[src/rtl/parking_lane_arbiter.sv]
// parking_lane_arbiter: round-robin sharing of one PIN checker and gate sequencer between two entry lanes
module parking_lane_arbiter #(
  parameter int CAPACITY = 8,
  parameter int CNT_W    = 4,
  parameter int TIMEOUT  = 15
) (
  input  logic             clk,
  input  logic             rst,
  input  logic             req_a,
  input  logic             req_b,
  input  logic [8:0]       pin_a,
  input  logic [8:0]       pin_b,
  input  logic             passed_a,
  input  logic             passed_b,
  input  logic             exit_evt,
  input  logic             chk_done,
  input  logic             chk_ok,
  output logic             chk_valid,
  output logic [8:0]       chk_pin,
  output logic             grant_a,
  output logic             grant_b,
  output logic             open_a,
  output logic             open_b,
  output logic [CNT_W-1:0] occupancy,
  output logic             full
);
  typedef enum logic [1:0] {IDLE, CHECK, OPEN} state_t;
  localparam logic [7:0] TMR_LAST = 8'(TIMEOUT - 1);
  state_t state_q, state_d;
  logic prio_q, prio_d, lane_q, lane_d, inc, dec, req_g, passed_g;
  logic [7:0] tmr_q, tmr_d;
  logic [CNT_W-1:0] occ_q, occ_d;
  assign req_g    = lane_q ? req_b : req_a;
  assign passed_g = lane_q ? passed_b : passed_a;
  assign dec      = exit_evt && occ_q != '0;
  // every output is decoded from flops so reset clears them at once
  assign full      = occ_q == CNT_W'(CAPACITY);
  assign occupancy = occ_q;
  assign chk_valid = state_q == CHECK;
  assign chk_pin   = state_q == CHECK ? (lane_q ? pin_b : pin_a) : '0;
  assign grant_a   = state_q != IDLE && !lane_q;
  assign grant_b   = state_q != IDLE && lane_q;
  assign open_a    = state_q == OPEN && !lane_q;
  assign open_b    = state_q == OPEN && lane_q;
  // lane sequencing: pick winner, verify PIN, hold gate open until pass or timeout
  always_comb begin
    state_d = state_q;
    prio_d  = prio_q;
    lane_d  = lane_q;
    tmr_d   = tmr_q;
    inc     = 1'b0;
    case (state_q)
      IDLE: if (!full && (req_a || req_b)) begin
        lane_d  = (req_a && req_b) ? prio_q : req_b;
        state_d = CHECK;
      end
      CHECK: if (chk_done) begin
        state_d = chk_ok ? OPEN : IDLE;
        prio_d  = chk_ok ? prio_q : ~lane_q;
        tmr_d   = '0;
      end else if (!req_g) begin
        state_d = IDLE;
        prio_d  = ~lane_q;
      end
      OPEN: begin
        tmr_d = tmr_q + 8'd1;
        if (passed_g || tmr_q == TMR_LAST) begin
          state_d = IDLE;
          prio_d  = ~lane_q;
          inc     = passed_g;
        end
      end
      default: state_d = IDLE;
    endcase
    occ_d = (inc && !dec) ? occ_q + 1'b1 : (dec && !inc) ? occ_q - 1'b1 : occ_q;
  end
  // state, round-robin pointer, gate timer and occupancy registers
  always_ff @(posedge clk or negedge rst) begin
    if (!rst) begin
      state_q <= IDLE;
      prio_q  <= 1'b0;
      lane_q  <= 1'b0;
      tmr_q   <= '0;
      occ_q   <= '0;
    end else begin
      state_q <= state_d;
      prio_q  <= prio_d;
      lane_q  <= lane_d;
      tmr_q   <= tmr_d;
      occ_q   <= occ_d;
    end
  end
endmodule

[config.mk]
export PLATFORM = sky130hd
export DESIGN_NAME = parking_lane_arbiter
export DESIGN_NICKNAME = d
export VERILOG_FILES = /design/src/rtl/parking_lane_arbiter.sv
export SDC_FILE = /design/constraint.sdc
export NUM_CORES = 1
export LEC_CHECK = 0
export ABC_AREA = 1
export ABC_CLOCK_PERIOD_IN_PS = 2400
export BUFFER_PORTS_ARGS = -buffer_cell sky130_fd_sc_hd__buf_2
export CORE_MARGIN = 4
export CORE_UTILIZATION = 40
export CTS_BUF_LIST = sky130_fd_sc_hd__clkbuf_16
export DETAILED_ROUTE_END_ITERATION = 8
export PLACE_DENSITY = 0.68
export REMOVE_ABC_BUFFERS = 1
export SYNTH_ARGS = -nofsm -noshare
export SYNTH_HDL_FRONTEND = slang
export SYNTH_SLANG_ARGS = --single-unit
export TNS_END_PERCENT = 50
[constraint.sdc]
create_clock -name clk -period 2.4 [get_ports clk]
set_input_delay 0.36 -clock clk [delete_from_list [all_inputs] [get_ports clk]]
set_output_delay 0.36 -clock clk [all_outputs]
set_load 0.01 [all_outputs]
==> results of run 1 <==
-- flip-flops by register name, indices dropped and copies added, names as in the netlist --
register	count
occupancy	4
state_q	2
prio_q	1
lane_q	1
tmr_q	8
-- synth_stat cells, drive strengths merged --
master | count | area share (%)
a21oi | 11 | 4.8
buf | 3 | 1.9
dfrtp | 16 | 35
fa | 1 | 1.7
ha | 5 | 5.5
inv | 24 | 7.9
nand2 | 64 | 21
nand3 | 7 | 3.1
nand4 | 3 | 1.6
nor2 | 16 | 5.9
o21a | 1 | 0.66
o21ai | 13 | 5.7
o22ai | 1 | 0.55
o31ai | 2 | 1.3
xnor2 | 3 | 2.3
xor2 | 1 | 0.77
-- worst register-to-register path: cells and delay by family (launching register included) --
family | cells | cell delay (ns)
AND/OR/NAND/NOR | 6 | 0.35
adder cells (fa/ha/maj) | 2 | 0.57
buffers and inverters | 2 | 0.22
AO/OA/AOI/OAI | 2 | 0.38
flip-flops | 1 | 0.44
-- area by class of cell --
type / instances / area [um2] / area share, %
clock buffer: 3 / 75.1 / 5.09
multi-input combinational: 128 / 633 / 43.0
tap: 31 / 38.8 / 2.63
timing repair buffer: 46 / 233 / 15.8
sequential: 16 / 400 / 27.2
inverter: 24 / 90.1 / 6.11
clock inverter: 1 / 3.75 / 0.255
-- power groups by stage --
| stage | Clock, mW | Combinational [mW] | Sequential, mW |
|---|---|---|---|
| after floorplan | 0 | 0.532 | 0.461 |
| after global placement | 0 | 0.832 | 0.442 |
| after detailed placement | 0 | 0.844 | 0.446 |
| after CTS | 0.332 | 0.851 | 0.443 |
| after global routing | 0.343 | 0.962 | 0.459 |
| final | 0.330 | 0.836 | 0.442 |
-- layer usage --
| layer | GRT usage (%) | vias up | part of all wire [%] |
|---|---|---|---|
| li1 | - | 634 | - |
| met1 | 21.0 | 518 | 47 |
| met2 | 23.2 | 19 | 49 |
| met3 | 2.94 | 2 | 3.6 |
| met4 | 3.33 | 0 | 0.40 |
| met5 | 0 | - | 0 |
-- metrics by stage --
stage	utilization (%)	cell area (um2)	hold slack (ns)	worst slack, ns	std cells
final	53.4	1470	0.0253	0.338	249
after CTS	53.4	1470	0.0425	0.323	249
after global placement	50.6	1400	0.300	0.451	245
after floorplan	-	1120	0.0644	0.415	168
after global routing	53.4	1470	0.0544	0.166	249
after detailed placement	50.6	1400	0.298	0.356	245
-- cells by family (layout without fill, tap and decap cells) --
family,count (synthesis),count (layout),synth area share [%]
buffers and inverters,27,74,9.73
and+or+nand+nor,90,90,32.0
adders and majority gates,6,6,7.21
DFF,16,16,35.0
xor gates and xnor gates,4,4,3.06
AOI/OAI and AO/OA,28,28,13.0
-- worst paths after layout --
kind,end,slack (ns),cells after the start
worst max-delay path,occupancy[3],0.34,12
worst min register to register,prio_q,0.49,2
min in group clk,lane_q,0.42,3
worst max register to register,occupancy[3],0.34,12
max in group asynchronous,state_q[1],2.10,1
worst min-delay path,tmr_q[7],0.03,1
==> impl_results.md, run 1 <==
- Most frequent CP cell: nand2_1
- Area of the core: 2760 um2
- CTS root buf: clkbuf_16
- Switching Share: 44.3%
- Initial antenna violation count: 0
- Final Hold Violating Endpoints: 0
- 1st-pass router iterations: 4
- WP buf/inv: 2
- Vias: 1173
- CP peak stage delay: 0.44 ns
- Worst path slowest cell: dfrtp_1
- CTS Buffer Depth: 2
- IO Count: 46
- H-tree levels: 1
- GP Congestion: 0.778
- Outcome: finished, final reports clean
- Leak Pwr: 0.834 nW
- Worst-skew pair later-pin latency: 0.24 ns
- Post-DRT Antenna Nets: 0
- CTS resizes: 0
- Final Cycle Share: 85.9%
- Number of distinct library cells after synthesis: 21
- CTS tree: yes
- Fmax: 485 MHz
- Synthesis-to-layout area growth: 28.7%
- Most frequent cells in the layout: nand2_1 (62), buf_2 (45), inv_1 (19)
- Register area share after synthesis: 35.0%
- Num CTS Buffers: 3
- Pint: 0.896 mW
- RSZ-0062 raised after global routing: no
- Final #Nets: 252
- Synth Register Bits: 16
- CP Launch Type: flip-flop
- DP Wirelength: 2170 um
- Skew final: 0.00341 ns
- Fraction of layout cells with a size suffix above 1: 27.1%
- # diodes: 0
- Sequential power share: 27.5%
- CTS Sinks: 16
- Worst min-delay path class: input port to async pin
- Kind of critical path: flip-flop to flip-flop
- CP Data Arrival Time: 2.20 ns
- Logic pwr share: 52.0%
- GRT Total Usage: 14.8%
- Power Dens Cells: 1090 nW/um2
- Crit-path cells: inv_1, nand2_1, o31ai_1, ha_1, inv_1, ha_1, nand2_1, nand2_1, o21ai_0, nand2_1, nand2_1, nand2_1
- DRT iter0 DRCs: 32
- Drt via density: 4.71
- GRT overflow: 0
- Starting Density: 41.5%
- Design Power: 1.61 mW
- Final WL: 2760 um
- Crit Path Max Fanout: 4
- YS warnings: 0
- Final min period: 2.06 ns
- Worst-margin pin slew: 0.379 ns
- DRC: 0
- Synth Area per Inst: 6.70 um2
- Vias in the first global route: 965
- Crit-path leading delay family: adder cells
- Mapped Cells: 171
- Hold Buf Count CTS: 0
- Die area: 3780 um2
- Cell Area, Synth: 1140 um2
- Wirelength per Cell: 11.1 um
- Crit path from: occupancy[0]
- Psw: 0.712 mW
- Max Slew Vio Count: 0
- Die Height: 61.5 um
- Setup-failing EPs final: 0
- Clock-pin slew on the worst setup and hold paths: 0.05 ns
- Critical path endpoint category: flip-flop
- Largest net degree at the start of global routing: 17
- Post-CTS setup buffer count: 0
- First-pass GRT wire length: 4220 um
- Setup TNS: 0 ns
- Port bufs: 45
- Die X: 61.5 um
- Req. time, crit path: 2.54 ns
- Peak supply drop: 0.000719 V
- Row cnt: 19
- Slew Limit Headroom: 74.7%
- Most common cell after layout, fill and taps aside: nand2_1
- Max Cap Viol: 0
- Worst reg2reg startpoint: occupancy[0]
- Clock power frac: 20.5%
- Fillers: 287
Note: power is estimated with default switching activity, not from simulation.
==> inputs of run 2 (changes only) <==
--- a/config.mk
+++ b/config.mk
@@ -9,10 +9,9 @@
 export ABC_CLOCK_PERIOD_IN_PS = 2400
 export BUFFER_PORTS_ARGS = -buffer_cell sky130_fd_sc_hd__buf_2
 export CORE_MARGIN = 4
-export CORE_UTILIZATION = 40
+export CORE_UTILIZATION = 25
 export CTS_BUF_LIST = sky130_fd_sc_hd__clkbuf_16
 export DETAILED_ROUTE_END_ITERATION = 8
-export PLACE_DENSITY = 0.68
 export REMOVE_ABC_BUFFERS = 1
 export SYNTH_ARGS = -nofsm -noshare
 export SYNTH_HDL_FRONTEND = slang
==> impl_results.md, run 2 (same netlist as run 1, synthesis figures left out) <==
- Outcome: finished, final reports clean
- CTS Sinks: 16 (unchanged)
- DRC: 0 (unchanged)
- WP buf/inv: 2 (unchanged)
- 1st-pass router iterations: 2 (-2)
- Setup TNS: 0 ns (unchanged)
- Final WL: 2700 um (-2.1%)
- Crit-path cells: inv_1, nand2_1, o31ai_1, ha_1, inv_1, ha_1, nand2_1, nand2_1, o21ai_0, nand2_1, nand2_1, nand2_1
- Area of the core: 4380 um2 (+59%)
- Most common cell after layout, fill and taps aside: nand2_1
- GRT Total Usage: 9.83% (-4.9 points)
- Setup-failing EPs final: 0 (unchanged)
- Crit-path leading delay family: adder cells
- Drt via density: 4.38 (-7.0%)
- Setup slack at placement: 0.389 ns (+0.0336 ns)
- Worst reg2reg startpoint: occupancy[0]
- DP Wirelength: 2190 um (+0.88%)
- Fraction of layout cells with a size suffix above 1: 27.7% (+0.66 points)
- Row cnt: 24 (+5)
- Port bufs: 45 (unchanged)
- CTS tree: yes
- Most frequent CP cell: nand2_1
- Setup ws final: 0.375 ns (+0.0366 ns)
- First-pass GRT wire length: 4460 um (+5.9%)
- CTS resizes: 0 (unchanged)
- CTS Buffer Depth: 2 (unchanged)
- IO Count: 46 (unchanged)
- GP Congestion: 0.785 (+0.93%)
- Die area: 5730 um2 (+51%)
- Final min period: 2.03 ns (-0.0366 ns)
- Num CTS Buffers: 3 (unchanged)
- Max Slew Vio Count: 0 (unchanged)
- Hold Buf Count CTS: 0 (unchanged)
- Synthesis-to-layout area growth: 32.3%
- Worst min-delay path class: input port to async pin
- CP peak stage delay: 0.43 ns (about the same)
- Vias in the first global route: 1046 (+8.4%)
- Skew final: 0.00325 ns (-0.000161 ns)
- Final core occ: 34.6% (-19 points)
- Worst-skew pair later-pin latency: 0.24 ns (about the same)
- Post-DRT Antenna Nets: 0 (unchanged)
- Fin area: 1520 um2 (+2.8%)
- RSZ-0062 raised after global routing: no
- Max Cap Viol: 0 (unchanged)
- Crit Path Max Fanout: 4 (unchanged)
- Largest register FFs: 8 (unchanged)
- Power Dens Cells: 1050 nW/um2 (-3.6%)
- GRT overflow: 0 (unchanged)
- Clock-pin slew on the worst setup and hold paths: 0.05 ns (about the same)
- Post-CTS setup buffer count: 0 (unchanged)
- Fin Hold WS: 0.0268 ns (+0.00153 ns)
- Final Hold Violating Endpoints: 0 (unchanged)
- CTS root buf: clkbuf_16
- Worst-margin pin slew: 0.392 ns (+0.0129 ns)
- Largest net degree at the start of global routing: 17 (unchanged)
- Initial antenna violation count: 0 (unchanged)
- Final #Nets: 254 (+0.79%)
- Final Cycle Share: 84.4% (-1.5 points)
- Kind of critical path: flip-flop to flip-flop
- Die X: 75.7 um (+23%)
- Crit path from: occupancy[0]
- Peak supply drop: 0.000506 V (-30%)
- Worst path slowest cell: dfrtp_1
- Slew Limit Headroom: 73.8% (-0.86 points)
- DRT iter0 DRCs: 30 (-6.3%)
- Most frequent cells in the layout: nand2_1 (62), buf_2 (45), inv_1 (19)
- Vias: 1192 (+1.6%)
- Critical path endpoint category: flip-flop
- Fillers: 477 (+66%)
- # diodes: 0 (unchanged)
- Leak Pwr: 0.843 nW (+1.1%)
- Largest Register: tmr_q
- H-tree levels: 1 (unchanged)
- CP Launch Type: flip-flop
- Wirelength per Cell: 9.94 um (-10%)
- Starting Density: 26.1% (-15 points)
- Die Height: 75.7 um (+23%)
- Fmax: 494 MHz (+1.8%)
- Req. time, crit path: 2.53 ns (about the same)
- Placed Area: 1440 um2 (+3.0%)
- CP Data Arrival Time: 2.16 ns (-0.04 ns)
[run 2: changes by cell type in the layout (fill, tap and decap cells not counted)]
cell,change
buf_4,+2
[run 2: final timing paths]
check | slack (ns) | cells past startpoint | endpoint
setup / recovery | 0.37 | 12 | occupancy[3]
hold / removal | 0.03 | 1 | tmr_q[5]
setup reg to reg | 0.37 | 12 | occupancy[3]
hold reg to reg | 0.46 | 2 | prio_q
max in group asynchronous | 2.10 | 1 | state_q[0]
min in group clk | 0.41 | 3 | lane_q
[run 2: worst register-to-register path, stage by stage (launching register included)]
cell     delay [ns]
dfrtp_1        0.43
inv_1          0.12
nand2_1        0.06
o31ai_1        0.21
ha_1           0.23
inv_1          0.09
ha_1           0.32
nand2_1        0.08
nand2_1        0.06
o21ai_0        0.15
nand2_1        0.07
nand2_1        0.05
nand2_1        0.04
[run 2: where the power goes]
part	internal, mW	leakage [nW]	total (mW)	switching [mW]
clock	0.221	0.0385	0.321	0.100
combinational	0.333	0.595	0.835	0.502
sequential	0.353	0.209	0.439	0.0859
[run 2: area by class of cell]
class	count	area (um2)	area share, %
clock buffer	3	75.1	4.95
clock inverter	1	3.75	0.248
inverter	24	90.1	5.95
multi-input combinational	128	633	41.8
sequential	16	400	26.4
tap	52	65.1	4.29
timing repair buffer	48	248	16.4
[run 2: layer usage]
metal  part of all wire (%)  global-route usage [%]  up-vias
li1                       -                       -      638
met1                     45                    13.1      523
met2                     46                    16.1       27
met3                    7.5                    1.98        4
met4                   0.78                    2.91        0
met5                      0                       0        -
[run 2: per-stage QoR]
stage / power [mW] / std cells
2_1_floorplan: 0.994 / 168
3_3_place_gp: 1.29 / 268
3_5_place_dp: 1.29 / 268
4_1_cts: 1.63 / 272
5_1_grt: 1.77 / 272
6_report: 1.59 / 272
==> inputs of run 3 (changes only) <==
--- a/config.mk
+++ b/config.mk
@@ -6,7 +6,7 @@
 export NUM_CORES = 1
 export LEC_CHECK = 0
 export ABC_AREA = 1
-export ABC_CLOCK_PERIOD_IN_PS = 2400
+export ABC_CLOCK_PERIOD_IN_PS = 1700
 export BUFFER_PORTS_ARGS = -buffer_cell sky130_fd_sc_hd__buf_2
 export CORE_MARGIN = 4
 export CORE_UTILIZATION = 25
==> constraint.sdc (replaced) <==
create_clock -name clk -period 1.7 [get_ports clk]
set_input_delay 0.255 -clock clk [delete_from_list [all_inputs] [get_ports clk]]
set_output_delay 0.255 -clock clk [all_outputs]
set_load 0.01 [all_outputs]
==> impl_results.md, run 3 (same netlist as run 1, synthesis figures left out) <==
- Vias in the first global route: 1090 (+4.2%)
- Largest net degree at the start of global routing: 17 (unchanged)
- Fmax: 570 MHz (+15%)
- CP Data Arrival Time: 1.89 ns (-0.27 ns)
- Psw: 1.04 mW (+51%)
- DP Wirelength: 2200 um (+0.42%)
- CTS root buf: clkbuf_16
- Vias: 1225 (+2.8%)
- Largest Register: tmr_q
- Worst min-delay path class: input port to flip-flop
- Port bufs: 45 (unchanged)
- Num CTS Buffers: 3 (unchanged)
- RSZ-0062 raised after global routing: yes
- GRT overflow: 0 (unchanged)
- Final Cycle Share: 103% (+19 points)
- Die X: 75.7 um (unchanged)
- Leak Pwr: 0.900 nW (+6.7%)
- Worst-margin pin slew: 0.381 ns (-0.0105 ns)
- GP Congestion: 0.748 (-4.8%)
- Setup ws final: -0.0552 ns (-0.430 ns)
- Worst-skew pair later-pin latency: 0.24 ns (about the same)
- Starting Density: 26.1% (unchanged)
- Most frequent CP cell: nand2_1
- CTS Sinks: 16 (unchanged)
- Post-DRT Antenna Nets: 0 (unchanged)
- Peak supply drop: 0.000735 V (+45%)
- CP peak stage delay: 0.39 ns (-0.04 ns)
- Largest register FFs: 8 (unchanged)
- Setup-failing EPs final: 1 (+1)
- CTS Buffer Depth: 2 (unchanged)
- CTS tree: yes
- Slew Limit Headroom: 74.6% (+0.76 points)
- Most common cell after layout, fill and taps aside: nand2_1
- IO Count: 46 (unchanged)
- Sequential power share: 23.5% (-4.0 points)
- First-pass GRT wire length: 4570 um (+2.3%)
- Outcome: finished with violations
- Switching Share: 42.1% (-1.1 points)
- Wirelength per Cell: 10.0 um (+0.66%)
- Die Height: 75.7 um (unchanged)
- Violated checks: negative setup slack
- Final WL: 2830 um (+4.7%)
- Final Hold Violating Endpoints: 0 (unchanged)
- Pint: 1.43 mW (+58%)
- Clock power frac: 18.3% (-1.8 points)
- Fillers: 481 (+0.84%)
- Max Cap Viol: 0 (unchanged)
- # diodes: 0 (unchanged)
- GRT Total Usage: 10.1% (+0.25 points)
- DRC: 0 (unchanged)
- DRT iter0 DRCs: 41 (+37%)
- Initial antenna violation count: 0 (unchanged)
- Worst path slowest cell: dfrtp_1
- Final core occ: 37.2% (+2.7 points)
- H-tree levels: 1 (unchanged)
- Synthesis-to-layout area growth: 42.6%
- Setup slack at placement: -0.139 ns (-0.529 ns)
- Crit Path Max Fanout: 3 (-1)
- 1st-pass router iterations: 4 (+2)
- Clock-pin slew on the worst setup and hold paths: 0.05 ns (about the same)
- Skew final: 0.00333 ns (+0.0000843 ns)
- Die area: 5730 um2 (unchanged)
- Setup TNS: -0.0552 ns (-0.0552 ns)
- Logic pwr share: 58.2% (+5.8 points)
- Most frequent cells in the layout: nand2_1 (61), buf_2 (45), inv_1 (17)
- CP Launch Type: flip-flop
- Drt via density: 4.33 (-1.2%)
- Fin Hold WS: 0.306 ns (+0.279 ns)
- Placed Instances: 278 (+3.7%)
- Final min period: 1.76 ns (-0.270 ns)
- Fin cells: 283 (+4.0%)
- Kind of critical path: flip-flop to flip-flop
- Setup slack, reg-to-reg: -0.06 ns (-0.43 ns)
- Crit-path leading delay family: adder cells
- Req. time, crit path: 1.84 ns (-0.69 ns)
- Final #Nets: 266 (+4.7%)
- Crit-path cells: inv_2, nand2_1, o31ai_2, ha_2, inv_2, ha_1, nand2_1, nor2_2, o21ai_0, nand2_1, nand2_1, nand2_1
- Power Dens Cells: 1510 nW/um2 (+44%)
- Max Slew Vio Count: 0 (unchanged)
- Critical path endpoint category: flip-flop
- Fraction of layout cells with a size suffix above 1: 34.6% (+6.9 points)
- Row cnt: 24 (unchanged)
- Area of the core: 4380 um2 (unchanged)
- WP buf/inv: 2 (unchanged)
-- run 3: final timing paths --
| check | from | to | cells past startpoint |
|---|---|---|---|
| min in group asynchronous | rst | occupancy[1] | 2 |
| worst max register to register | occupancy[1] | occupancy[3] | 12 |
| worst min-delay path | req_b | lane_q | 3 |
| worst min register to register | prio_q | prio_q | 2 |
| worst max-delay path | occupancy[1] | occupancy[3] | 12 |
| max in group asynchronous | rst | tmr_q[6] | 2 |
-- run 3: timing repair --
item	in CTS	in global routing
setup endpoints to repair	2	12
buffers inserted	1	0
resized for setup	4	4
hold buffers	1	0
pin swaps	1	0
endpoints found under the hold margin	16	0
-- run 3: cell type report --
class                           count  area, um2  share of cell area (%)
Sequential cell                    16        400                    24.5
Timing Repair Buffer               60        340                    20.8
Tap cell                           52       65.1                    3.98
Inverter                           24       90.1                    5.52
Clock buffer                        3       75.1                    4.60
Multi-Input combinational cell    128        662                    40.5
-- run 3: metrics by stage --
stage	cell area, um2	total power [mW]
3_3_place_gp	1510	1.97
5_1_grt	1630	2.73
6_report	1630	2.47
2_1_floorplan	1120	1.40
4_1_cts	1620	2.48
3_5_place_dp	1510	1.98
-- run 3: power by group through the flow --
stage	clock (mW)	sequential (mW)	combinational [mW]
2_1_floorplan	0	0.651	0.752
3_3_place_gp	0	0.577	1.39
3_5_place_dp	0	0.581	1.40
4_1_cts	0.464	0.579	1.44
5_1_grt	0.480	0.605	1.65
6_report	0.452	0.582	1.44
-- run 3: metal layers --
layer / global-route usage [%] / part of all wire (%) / up-vias
met3: 1.58 / 7.6 / 2
met1: 13.4 / 47 / 530
met4: 2.91 / 0.42 / 0
met2: 17.0 / 45 / 30
li1: - / - / 663
met5: 0 / 0 / -
-- run 3: worst register-to-register path, stage by stage (launching register included) --
cell and delay (ns):
dfrtp_1 0.39, inv_2 0.06, nand2_1 0.06, o31ai_2 0.19, ha_2 0.22, inv_2 0.06, ha_1 0.27, nand2_1 0.08
nor2_2 0.04, o21ai_0 0.13, nand2_1 0.06, nand2_1 0.05, nand2_1 0.04
